File: config.mk
export PLATFORM = sky130hd
export DESIGN_NAME = dlfloat_dot_seq_flat
export DESIGN_NICKNAME = d
export VERILOG_FILES = /design/src/rtl/dlfloat_pkg.sv /design/src/rtl/dlfloat_dot_seq_if.sv /design/src/rtl/dlfloat_vld_pipe.sv /design/src/rtl/dlfloat_dot_seq.sv /design/src/flat_wrapper.sv
export SDC_FILE = /design/constraint.sdc
export NUM_CORES = 1
export LEC_CHECK = 0
export CAP_MARGIN = 20
export CORE_UTILIZATION = 40
export CTS_BUF_LIST = sky130_fd_sc_hd__clkbuf_8
export DETAILED_ROUTE_END_ITERATION = 8
export PLACE_DENSITY_LB_ADDON = 0.08
export SYNTH_ARGS = -nofsm -noshare
export SYNTH_HDL_FRONTEND = slang
export SYNTH_SLANG_ARGS = --single-unit
export TNS_END_PERCENT = 5
File: constraint.sdc
create_clock -name clk -period 2.43 [get_ports clk]
set_input_delay 0.6075 -clock clk [delete_from_list [all_inputs] [get_ports clk]]
set_output_delay 0.6075 -clock clk [all_outputs]
set_load 0.005 [all_outputs]
File: src/rtl/dlfloat_pkg.sv
// dlfloat_pkg: shared DLFloat16 constants and sequencer state encoding.
package dlfloat_pkg;
   localparam int DLF_W = 16;
   typedef logic [DLF_W-1:0] dlf_t;
   localparam dlf_t DLF_ZERO = 16'h0000;
   localparam dlf_t DLF_ONE  = 16'h3E00;
   typedef enum logic [2:0] {S_IDLE, S_CLR, S_LOAD, S_DRAIN, S_DONE} state_t;
endpackage

File: src/rtl/dlfloat_dot_seq_if.sv
// dlfloat_dot_seq_if: operand stream, MAC drive and result port of the dot-product sequencer.
interface dlfloat_dot_seq_if import dlfloat_pkg::*; #(parameter int LEN_W = 8);
   logic             start, abort, in_valid, in_ready;
   logic             mac_clr, mac_acc_en, busy, res_valid, res_ready;
   logic [LEN_W-1:0] cfg_len;
   dlf_t             in_a, in_b, mac_a, mac_b, mac_c, res_data;
   modport master (
      output start, abort, cfg_len, in_valid, in_a, in_b, mac_c, res_ready,
      input  in_ready, mac_a, mac_b, mac_clr, mac_acc_en, busy, res_valid, res_data
   );
   modport slave (
      input  start, abort, cfg_len, in_valid, in_a, in_b, mac_c, res_ready,
      output in_ready, mac_a, mac_b, mac_clr, mac_acc_en, busy, res_valid, res_data
   );
endinterface

File: src/rtl/dlfloat_vld_pipe.sv
// dlfloat_vld_pipe: valid delay line of DEPTH stages with synchronous flush.
module dlfloat_vld_pipe #(parameter int DEPTH = 2) (
   input  logic clk,
   input  logic rst_n,
   input  logic i_flush,
   input  logic i_vld,
   output logic o_vld
);
   logic [DEPTH-1:0] r_sr;
   always_ff @(posedge clk or negedge rst_n) begin
      if (!rst_n) r_sr <= '0;
      else r_sr <= i_flush ? '0 : DEPTH'({r_sr, i_vld});
   end
   assign o_vld = r_sr[DEPTH-1];
endmodule

File: src/rtl/dlfloat_dot_seq.sv
// dlfloat_dot_seq: clears the MAC, streams LEN operand pairs into it, drains the
// pipeline and returns the accumulated DLFloat16 sum on a valid/ready port.
module dlfloat_dot_seq import dlfloat_pkg::*; #(
   parameter int LEN_W    = 8,
   parameter int PIPE_LAT = 1
) (
   input logic              clk,
   input logic              rst_n,
   dlfloat_dot_seq_if.slave bus
);
   localparam int DW = $clog2(PIPE_LAT + 2);
   state_t           r_state;
   logic [LEN_W-1:0] r_rem;
   logic [DW-1:0]    r_drain;
   logic             r_in_ready, r_clr, r_busy, r_res_valid;
   dlf_t             r_mac_a, r_mac_b, r_res_data;
   logic             w_abort, w_fire, w_acc_en;
   assign w_abort = bus.abort & (r_state inside {S_CLR, S_LOAD, S_DRAIN});
   // an abort in the same cycle as a fire cancels that pair too
   assign w_fire  = bus.in_valid & r_in_ready & ~w_abort;
   dlfloat_vld_pipe #(.DEPTH(PIPE_LAT + 1)) u_pipe (
      .clk    (clk),
      .rst_n  (rst_n),
      .i_flush(w_abort),
      .i_vld  (w_fire),
      .o_vld  (w_acc_en)
   );
   always_ff @(posedge clk or negedge rst_n) begin
      if (!rst_n) begin
         r_state     <= S_IDLE;
         r_rem       <= '0;
         r_drain     <= '0;
         r_in_ready  <= 1'b0;
         r_clr       <= 1'b0;
         r_busy      <= 1'b0;
         r_res_valid <= 1'b0;
         r_mac_a     <= DLF_ZERO;
         r_mac_b     <= DLF_ZERO;
         r_res_data  <= DLF_ZERO;
      end else begin
         r_mac_a <= w_fire ? bus.in_a : DLF_ZERO;
         r_mac_b <= w_fire ? bus.in_b : DLF_ZERO;
         r_clr   <= 1'b0;
         if (w_abort) begin
            r_state    <= S_IDLE;
            r_rem      <= '0;
            r_drain    <= '0;
            r_in_ready <= 1'b0;
            r_busy     <= 1'b0;
         end else begin
            case (r_state)
               S_IDLE: if (bus.start) begin
                  r_rem   <= bus.cfg_len;
                  r_clr   <= 1'b1;
                  r_busy  <= 1'b1;
                  r_state <= S_CLR;
               end
               S_CLR: begin
                  r_in_ready <= r_rem != '0;
                  r_state    <= (r_rem == '0) ? S_DRAIN : S_LOAD;
               end
               S_LOAD: if (w_fire) begin
                  r_rem <= r_rem - LEN_W'(1);
                  if (r_rem == LEN_W'(1)) begin
                     r_in_ready <= 1'b0;
                     r_drain    <= DW'(PIPE_LAT + 1);
                     r_state    <= S_DRAIN;
                  end
               end
               S_DRAIN: begin
                  if (r_drain == '0) begin
                     r_res_data  <= bus.mac_c;
                     r_res_valid <= 1'b1;
                     r_state     <= S_DONE;
                  end else r_drain <= r_drain - DW'(1);
               end
               S_DONE: if (bus.res_ready) begin
                  r_res_valid <= 1'b0;
                  r_busy      <= 1'b0;
                  r_state     <= S_IDLE;
               end
               default: r_state <= S_IDLE;
            endcase
         end
      end
   end
   assign bus.in_ready   = r_in_ready;
   assign bus.mac_a      = r_mac_a;
   assign bus.mac_b      = r_mac_b;
   assign bus.mac_clr    = r_clr;
   assign bus.mac_acc_en = w_acc_en;
   assign bus.busy       = r_busy;
   assign bus.res_valid  = r_res_valid;
   assign bus.res_data   = r_res_data;
endmodule

File: src/flat_wrapper.sv
// flat-port wrapper written by rule: the top's interface ports become plain ports
module dlfloat_dot_seq_flat import dlfloat_pkg::*;
#(
   parameter int LEN_W    = 8,
   parameter int PIPE_LAT = 1
)
  (clk, rst_n, bus_start, bus_abort, bus_cfg_len, bus_in_valid, bus_in_a, bus_in_b, bus_mac_c, bus_res_ready, bus_in_ready, bus_mac_a, bus_mac_b, bus_mac_clr, bus_mac_acc_en, bus_busy, bus_res_valid, bus_res_data);
  dlfloat_dot_seq_if #(.LEN_W(LEN_W)) bus_i ();
  input logic clk;
  input logic rst_n;
  input wire logic [$bits(bus_i.start)-1:0] bus_start;
  input wire logic [$bits(bus_i.abort)-1:0] bus_abort;
  input wire logic [$bits(bus_i.cfg_len)-1:0] bus_cfg_len;
  input wire logic [$bits(bus_i.in_valid)-1:0] bus_in_valid;
  input wire logic [$bits(bus_i.in_a)-1:0] bus_in_a;
  input wire logic [$bits(bus_i.in_b)-1:0] bus_in_b;
  input wire logic [$bits(bus_i.mac_c)-1:0] bus_mac_c;
  input wire logic [$bits(bus_i.res_ready)-1:0] bus_res_ready;
  output wire logic [$bits(bus_i.in_ready)-1:0] bus_in_ready;
  output wire logic [$bits(bus_i.mac_a)-1:0] bus_mac_a;
  output wire logic [$bits(bus_i.mac_b)-1:0] bus_mac_b;
  output wire logic [$bits(bus_i.mac_clr)-1:0] bus_mac_clr;
  output wire logic [$bits(bus_i.mac_acc_en)-1:0] bus_mac_acc_en;
  output wire logic [$bits(bus_i.busy)-1:0] bus_busy;
  output wire logic [$bits(bus_i.res_valid)-1:0] bus_res_valid;
  output wire logic [$bits(bus_i.res_data)-1:0] bus_res_data;
  assign bus_i.start = bus_start;
  assign bus_i.abort = bus_abort;
  assign bus_i.cfg_len = bus_cfg_len;
  assign bus_i.in_valid = bus_in_valid;
  assign bus_i.in_a = bus_in_a;
  assign bus_i.in_b = bus_in_b;
  assign bus_i.mac_c = bus_mac_c;
  assign bus_i.res_ready = bus_res_ready;
  assign bus_in_ready = bus_i.in_ready;
  assign bus_mac_a = bus_i.mac_a;
  assign bus_mac_b = bus_i.mac_b;
  assign bus_mac_clr = bus_i.mac_clr;
  assign bus_mac_acc_en = bus_i.mac_acc_en;
  assign bus_busy = bus_i.busy;
  assign bus_res_valid = bus_i.res_valid;
  assign bus_res_data = bus_i.res_data;
  dlfloat_dot_seq #(.LEN_W(LEN_W), .PIPE_LAT(PIPE_LAT)) u_core (.clk(clk), .rst_n(rst_n), .bus(bus_i));
endmodule
# Word-level counts from Yosys, hierarchy flattened
# Cells that the tools add are included.
classes:
  bitwise_logic: 4
  shifts: 0
  n_mux: 33
  n_eq_ne: 13
  div: 0
  n_lt_le_gt_ge: 0
  n_addsub: 2
  n_reduce_logical: 17
  n_mul: 0
ops:
  columns: ["op", "count"]
  rows:
  - ["two-way mux 16 bit", 2]
  - ["two-way mux 8 bit", 3]
  - ["two-way mux 3 bit", 6]
  - ["!= test 3 bit (second input constant)", 6]
  - ["case mux 8 bit (2 select lines)", 1]
  - ["case mux 3 bit (5 select lines)", 1]
  - ["nonzero test 3 bit", 5]
  - ["AND reduction 3 bit", 4]
  - ["two-way mux 1 bit", 11]
  - ["two-way mux 2 bit", 5]
  - ["== test 8 x 1 -> 1 bit (second input constant)", 1]
  - ["logical NOT 8 bit", 1]
  - ["AND reduction 4 bit", 2]
  - ["nonzero test 8 bit", 1]
  - ["subtractor 8 x 1 -> 8 bit (second input constant)", 1]
  - ["== test 3 x 2 -> 1 bit (second input constant)", 2]
  - ["case mux 1 bit (2 select lines)", 3]
  - ["AND reduction 5 bit", 1]
  - ["!= test 2 bit (second input constant)", 2]
  - ["case mux 2 bit (2 select lines)", 1]
  - ["AND 1 bit", 3]
  - ["== test 3 x 1 -> 1 bit (second input constant)", 1]
  - ["== test 3 bit (second input constant)", 1]
  - ["logical NOT 3 bit", 1]
  - ["4 further kinds", 4]
word_totals:
  register_bits: 67
  wordCells: 80
  mem_bits_ro: 0
  ramBits: 0
  out_inout_bits: 53
  latch_bits: 0
  mem_count: 0

# Logic depth before layout (Yosys ltp)
# Gate-level depths: netlist of run 1.
logic_depth:
  word_depth: 8
  mapped_depth: 6
  mapped_depth_nobuf: 6

# Hierarchy
# From an unflattened synthesis of run 1, not the netlist that was laid out.
unflattened:
  hier_cells: 227
  area_unflattened_um2: 2851.5
by_module_without_submodules:
  columns: ["mod", "cells_per_inst", "seq_area_each_um2", "area_per_inst_um2", "n_inst"]
  rows:
  - ["dlfloat_dot_seq", 223, 1626.6, 2788.9, 1]
  - ["dlfloat_vld_pipe", 4, 50.0, 62.6, 1]

# Least setup slack after synthesis of run 1
# No wires, ideal clock.
synth_path:
  path_kind: "input -> register"
  startpoint: "input bus_abort"
  endpoint: "register u_core.r_res_data[10], in the netlist u_core.bus.res_data[10]"
  t_arrival_ns: 1.691
  setup_slack_ns: 0.615
  path_buffers: 1
  cell_stages: 4
  cell_sequence: "and2b_1 nand4b_2 buf_2 mux2_2"
synth_via:
  elab_chain_len: 3
synth_rtl:
  columns: ["item", "line_no", "rtl"]
  rows:
  - ["start, declared", "flat_wrapper.sv:12", "input wire logic [$bits(bus_i.abort)-1:0] bus_abort;"]
  - ["AND 1 bit", "dlfloat_dot_seq.sv:18", "assign w_abort = bus.abort & (r_state inside {S_CLR, S_LOAD, S_DRAIN});"]
  - ["inverter 1 bit (no source line)", null, null]
  - ["AND reduction 3 bit (no source line)", null, null]
  - ["end signal, assigned", "dlfloat_dot_seq.sv:72", "r_res_data <= bus.mac_c;"]
  - ["end, declared", "dlfloat_dot_seq.sv:16", "dlf_t r_mac_a, r_mac_b, r_res_data;"]
# No other way between the ends.
# A chain may end at the register's enable or synchronous reset.

# Worst setup path in the final report of run 1
layout_path:
  startpoint: "input bus_abort"
  endpoint: "register u_core.r_rem[5]"
layout_via:
  elab_chain_len: 5
  elab_cells_between_ends: 8
layout_rtl:
  columns: ["item", "line_no", "rtl"]
  rows:
  - ["AND 1 bit (*)", "dlfloat_dot_seq.sv:18", null]
  - ["inverter 1 bit (no source line)", null, null]
  - ["AND 1 bit", "dlfloat_dot_seq.sv:20", "assign w_fire = bus.in_valid & r_in_ready & ~w_abort;"]
  - ["!= test 3 bit (no source line)", null, null]
  - ["AND reduction 3 bit (no source line)", null, null]
  - ["end signal, assigned", "dlfloat_dot_seq.sv:53", "r_rem <= bus.cfg_len;"]
  - ["end signal, assigned", "dlfloat_dot_seq.sv:63", "r_rem <= r_rem - LEN_W'(1);"]
  - ["end, declared", "dlfloat_dot_seq.sv:13", "logic [LEN_W-1:0] r_rem;"]
# Every way passes the cells marked *; elsewhere a longest branch is shown, timed or not.

==> results of run 1 <==
[per-layer routing]
| metal | global-route usage [%] | wire length, microns |
|---|---|---|
| met5 | 0 | 0 |
| met2 | 29.0 | 2940 |
| met4 | 6.36 | 68 |
| met1 | 22.6 | 2660 |
| met3 | 8.66 | 610 |
[per-stage QoR]
| step | worst slack, ns | total power, uW | util, % | instances |
|---|---|---|---|---|
| 5_1_grt | 0.311 | 4730 | 64.0 | 452 |
| 6_report | 0.410 | 4430 | 64.0 | 452 |
| 4_1_cts | 0.419 | 4480 | 64.0 | 452 |
| 3_5_place_dp | 0.0605 | 3310 | 60.4 | 436 |
| 3_3_place_gp | 0.0757 | 3280 | 60.4 | 436 |
| 2_1_floorplan | 0.615 | 2500 | - | 229 |
[layout make-up]
type | instances | share of cell area, %
Tap cell | 96 | 2.76
Clock buffer | 10 | 3.16
Inverter | 6 | 0.518
Clock inverter | 6 | 2.56
Multi-Input combinational cell | 143 | 24.3
Sequential cell | 67 | 38.5
Timing Repair Buffer | 124 | 28.2
[worst reg2reg max path, cell delays in order (launching register included)]
cell,delay [ns]
dfrtp_1,0.47
nor4_1,0.52
nand3_1,0.20
a211oi_1,0.38
mux2i_1,0.23
[power by group]
part           switching (uW)  internal, uW
Clock                     435           711
Combinational             665           958
Sequential                214          1440
[logic make-up after synthesis]
group | share of synthesized area, %
AOI/OAI and AO/OA | 11.3
adders and majority gates | 1.33
buffers and inverters | 3.32
DFF | 59.4
muxes | 7.49
and+or+nand+nor | 17.2
[placed cells by master (no fill, tap or decap), drive strengths merged, types with 2 or more instances in the layout]
master and n:
a21o 2, a21oi 6, a22o 6, a22oi 2
a32o 2, and2 33, buf 11, bufinv 3
clkbuf 10, clkdlybuf4s50 113, dfrtp 67, ha 3
inv 7, mux2 17, mux2i 2, nand2 16
nand3 3, nor2 12, nor3 2, nor4 2
o21ai 9, o41ai 2, or2 2, or4 3
[sequential cells by signal, summed over array words and instances (netlist names)]
name and count:
u_core.bus.in_ready 1, u_core.r_state 3, u_core.bus.busy 1, u_core.bus.mac_b 16
u_core.u_pipe.r_sr 2, u_core.r_drain 2, u_core.bus.mac_a 16, u_core.bus.res_valid 1
u_core.bus.res_data 16, u_core.r_rem 8, u_core.bus.mac_clr 1
[how the worst max path moves through the flow]
stage | slack [ns] | startpoint | end | cells after the start
2_1_floorplan | 0.61 | bus_abort | u_core.bus.res_data[10] | 4
3_3_place_gp | 0.08 | bus_abort | u_core.r_rem[5] | 6
3_5_place_dp | 0.06 | bus_abort | u_core.r_rem[5] | 6
4_1_cts | 0.42 | bus_abort | u_core.r_rem[5] | 6
5_1_grt | 0.31 | u_core.r_rem[4] | u_core.r_drain[0] | 4
6_report | 0.41 | bus_abort | u_core.r_rem[5] | 6
[cell usage after synthesis (2+ instances only)]
| master | count | area, sq um |
|---|---|---|
| a22oi_1 | 2 | 15.0 |
| buf_4 | 2 | 15.0 |
| or4_1 | 2 | 15.0 |
| nor4_1 | 2 | 12.5 |
| mux2i_1 | 2 | 20.0 |
| and2_1 | 33 | 206 |
| o21ai_0 | 8 | 40.0 |
| a22o_1 | 5 | 43.8 |
| or2_2 | 2 | 12.5 |
| ha_1 | 3 | 37.5 |
| buf_2 | 6 | 30.0 |
| a32o_1 | 2 | 20.0 |
| dfrtp_1 | 67 | 1680 |
| mux2_2 | 17 | 191 |
| a21o_1 | 2 | 15.0 |
| nor3_1 | 2 | 10.0 |
| clkbuf_1 | 4 | 15.0 |
| a21oi_1 | 6 | 30.0 |
| inv_1 | 6 | 22.5 |
| nand3_1 | 3 | 15.0 |
| nor2_1 | 11 | 41.3 |
| nand2_1 | 16 | 60.1 |
==> results.toml, run 1 <==
[clock_tree]
cts_tree = "yes"
numCtsBuffers = 9
clk_latency_ns = 0.34
cts_sinks = 67
path_clk_slew_ns = 0.08
post-cts-setup-buffers = 0
cts.path.max_buffers = 2
root_buffer = "clkbuf_8"
ctsHoldBuffers = 0
cts-resized-gates = 0
h-tree-depth = 3

[setup_path]
cp_max_fo = 7
cp-end-kind = "register"
start_kind = "input port"
crit_slowest_cell = "or4b_1"
path_common_cell = "a22o_1"
r2r_slack_ns = 0.54
critical_path.top_delay_family = "simple AND/OR/NAND/NOR gates"
rr_worst_depth = 4
worstPathRequired_ns = 2.72
cp_num_buf_inv = 2
timing.rr.end = "u_core.r_drain[1]"
worstPathArrival_ns = 2.31
critPathMaxStageDelay_ns = 0.64
crit_chain = "clkdlybuf4s50_1 -> buf_4 -> or4b_1 -> nor2_1 -> a22o_1 -> a22o_1"
crit_type = "in2reg"
reg2reg_from = "u_core.r_rem[4]"

[die]
num_rows = 30
design.core.area_sq_um = 6790
ios = 115
dieArea_sq_um = 7400
die_h_microns = 86.0
start_util_pct = 41.5
dieWidth_microns = 86.0

[sta]
setup_viol = 0
fin_worst_skew_ns = 0.0128
rsz0062_at_grt = "no"
hold_ws_ns = 0.354
fmax_mhz = 495
fin_setup_tns_ns = 0
max-slew-margin-rel_pct = 44.1
worst_pin_slew_ns = 0.838
finalCritPeriodShare_pct = 83.1
finalMaxSlewViolations = 0
period_needed_ns = 2.02
final_hold_viol_count = 0

[placed_design]
place_area_sq_um = 4100
dp_hpwl_microns = 4310
globalplace.congestion = 0.773
portBuffers = 114

[cells_and_area]
design_area_sq_um = 4350
regArea_sq_um = 1680
fin_nets = 416
multiInputGateArea_sq_um = 1060
area_delta_synth_final_pct = 54.1
fillCellCount = 569
antenna_cells = 0
drive_above_1_share_pct = 15.4

[grt]
antenna_found_initial = 0
grt_first_pass_wirelength_microns = 10400
overflow = 0
grt_usage_pct = 18.5
grt_max_degree = 68
grt_pass1_vias = 2110

[synthesis]
ys_seq_area_share_pct = 59.4
yosys_warnings = 0
async_flop_share_pct = 100
synthCells = 229
syn-cell-area_sq_um = 2820
ys.flop_type = "dfrtp_1"
syn_nets = 294
synth_cell_types = 48
ys_ff_latch = 67
avgSynthCellArea_sq_um = 12.3
synth_edf_count = 0

[outcome]
status = "finished clean"

[pwr]
ir_worst_vdd_v = 0.000391
p_leak_uw = 0.00195
cellPowerDensity_nw_per_um2 = 1020

[routing]
drtPass1Iterations = 4
drtAntennaViolNets = 0
num_vias = 2161
drt_iter0_markers = 71
wl_microns = 6280
avgRoutedWirePerCell_microns = 13.9
via_per_inst = 4.78
drc = 0

[worst_hold_path]
worstHoldPathType = "in2async"

[job]
drv_cap = 0
Power figures use the tool's default switching activity.
==> inputs of run 2 (changes only) <==
Clock period 2.43 ns to 1.9 ns, I/O delays scaled along.
==> run 2 against run 1 <==
Against the previous run:
- core utilization grew 1.5 points
- global-route usage grew 0.33 points
- sequential power grew 28%
==> results.toml, run 2 (synthesis gave the netlist of run 1 again) <==
[die]
num_rows = 30
dieArea_sq_um = 7400
ios = 115
dieWidth_microns = 86.0
die_h_microns = 86.0
design.core.area_sq_um = 6790
start_util_pct = 41.5

[setup_path]
critPathMaxStageDelay_ns = 0.41
r2r_slack_ns = 0.12
crit_path_start = "u_core.r_rem[1]"
crit_type = "reg2reg"
worstPathArrival_ns = 2.01
start_kind = "register"
worstPathRequired_ns = 2.12
cp_max_fo = 4
rr_worst_depth = 6
reg2reg_from = "u_core.r_rem[1]"
cp-endpoint = "u_core.bus.in_ready"
cp-end-kind = "register"
crit_slowest_cell = "dfrtp_1"
timing.rr.end = "u_core.bus.in_ready"
crit_chain = "inv_1 -> ha_1 -> or3b_4 -> o41ai_4 -> a21boi_1 -> a41o_1"

[clock_tree]
h-tree-depth = 3
cts.path.max_buffers = 2
numCtsBuffers = 9
cts_tree = "yes"
cts_sinks = 67
clk_latency_ns = 0.34
root_buffer = "clkbuf_8"
path_clk_slew_ns = 0.08

[sta]
worst_pin_slew_ns = 0.447
finalMaxSlewViolations = 0
final_hold_viol_count = 0
finalCritPeriodShare_pct = 93.9
fin_worst_skew_ns = 0.00931
rsz0062_at_grt = "no"
period_needed_ns = 1.78
fin_setup_tns_ns = 0
setup_viol = 0
fmax_mhz = 560
max-slew-margin-rel_pct = 69.9

[cells_and_area]
design_area_sq_um = 4450
drive_above_1_share_pct = 18.9
fin_nets = 431
area_delta_synth_final_pct = 57.6
regArea_sq_um = 1680
final_util_pct = 65.5
layout_common_cells = "clkdlybuf4s50_1 (112), dfrtp_1 (67), and2_1 (33)"
antenna_cells = 0
final_common_cell = "clkdlybuf4s50_1"
fillCellCount = 569
multiInputGateArea_sq_um = 1060

[pwr]
p_sw_uw = 1700
p_seq_share_pct = 37.9
total_power_uw = 5590
cellPowerDensity_nw_per_um2 = 1260
ir_worst_vdd_v = 0.000572
pwr-share-clk_pct = 21.2
switching_share_pct = 30.5
p_leak_uw = 0.00202
comb_power_share_pct = 40.9
power.internal_uw = 3890

[placed_design]
globalplace.congestion = 0.773
dp_hpwl_microns = 4730
portBuffers = 114
place_area_sq_um = 4230

[routing]
wl_microns = 6350
via_per_inst = 4.75
avgRoutedWirePerCell_microns = 13.6
num_vias = 2216
drtPass1Iterations = 4
drc = 0
drt_iter0_markers = 86
drtAntennaViolNets = 0

[grt]
grt_first_pass_wirelength_microns = 10500
grt_usage_pct = 18.9
grt_max_degree = 34
grt_pass1_vias = 2173
overflow = 0
antenna_found_initial = 0

[job]
drv_cap = 0

[worst_hold_path]
worstHoldPathType = "in2async"

[outcome]
status = "finished clean"
[run 2: metal layers]
metal,share of wire (%),GRT usage (%),vias to the layer above
met5,0,0,-
met4,0.76,8.64,0
met3,8.4,7.31,4
met2,49,29.4,77
met1,42,23.1,1068
li1,-,-,1067
[run 2: stage by stage]
step,hold WS (ns),cells,setup WS (ns)
after floorplan,0.179,229,0.197
after global placement,0.417,450,-0.293
after detailed placement,0.413,450,-0.320
after CTS,0.0416,466,0.0458
after global routing,0.0542,467,0.0188
final,0.0357,467,0.116
[run 2: power by group through the flow]
stage               Clock, uW  Sequential (uW)  Combinational (uW)
floorplan                   0             2110                1090
global placement            0             2120                2250
detailed placement          0             2140                2290
CTS                      1220             2120                2300
global route             1300             2180                2520
finish                   1180             2120                2290
[run 2: area by class of cell]
cell class                 count  area share (%)
sequential                    67            37.7
timing repair buffer         139            30.8
multi-input combinational    143            23.8
clock buffer                  10            3.09
tap                           96            2.70
clock inverter                 6            1.43
inverter                       6           0.506
[run 2: repair_timing]
action,in CTS,in global routing
hold buffers,0,0
endpoints found under the hold margin,0,0
resized for setup,0,3
setup endpoints to repair,0,8
setup buffers,0,1
[run 2: worst max-delay path: cells and delay by family, from the launching register on]
kind / cells / cell delay (ns)
AOI/OAI and AO/OA: 3 / 0.63
adders and majority gates: 1 / 0.16
buffers and inverters: 1 / 0.08
DFF: 1 / 0.41
and+or+nand+nor: 1 / 0.39
[run 2: how the worst min path moves through the flow]
stage | from | end | slack (ns) | cells past startpoint
after floorplan | rst_n | u_core.bus.busy | 0.18 | 0
after global placement | rst_n | u_core.r_rem[5] | 0.42 | 1
after detailed placement | rst_n | u_core.r_rem[5] | 0.41 | 1
after CTS | rst_n | u_core.r_rem[5] | 0.04 | 1
after global routing | rst_n | u_core.r_rem[5] | 0.05 | 1
final | rst_n | u_core.r_rem[5] | 0.04 | 1
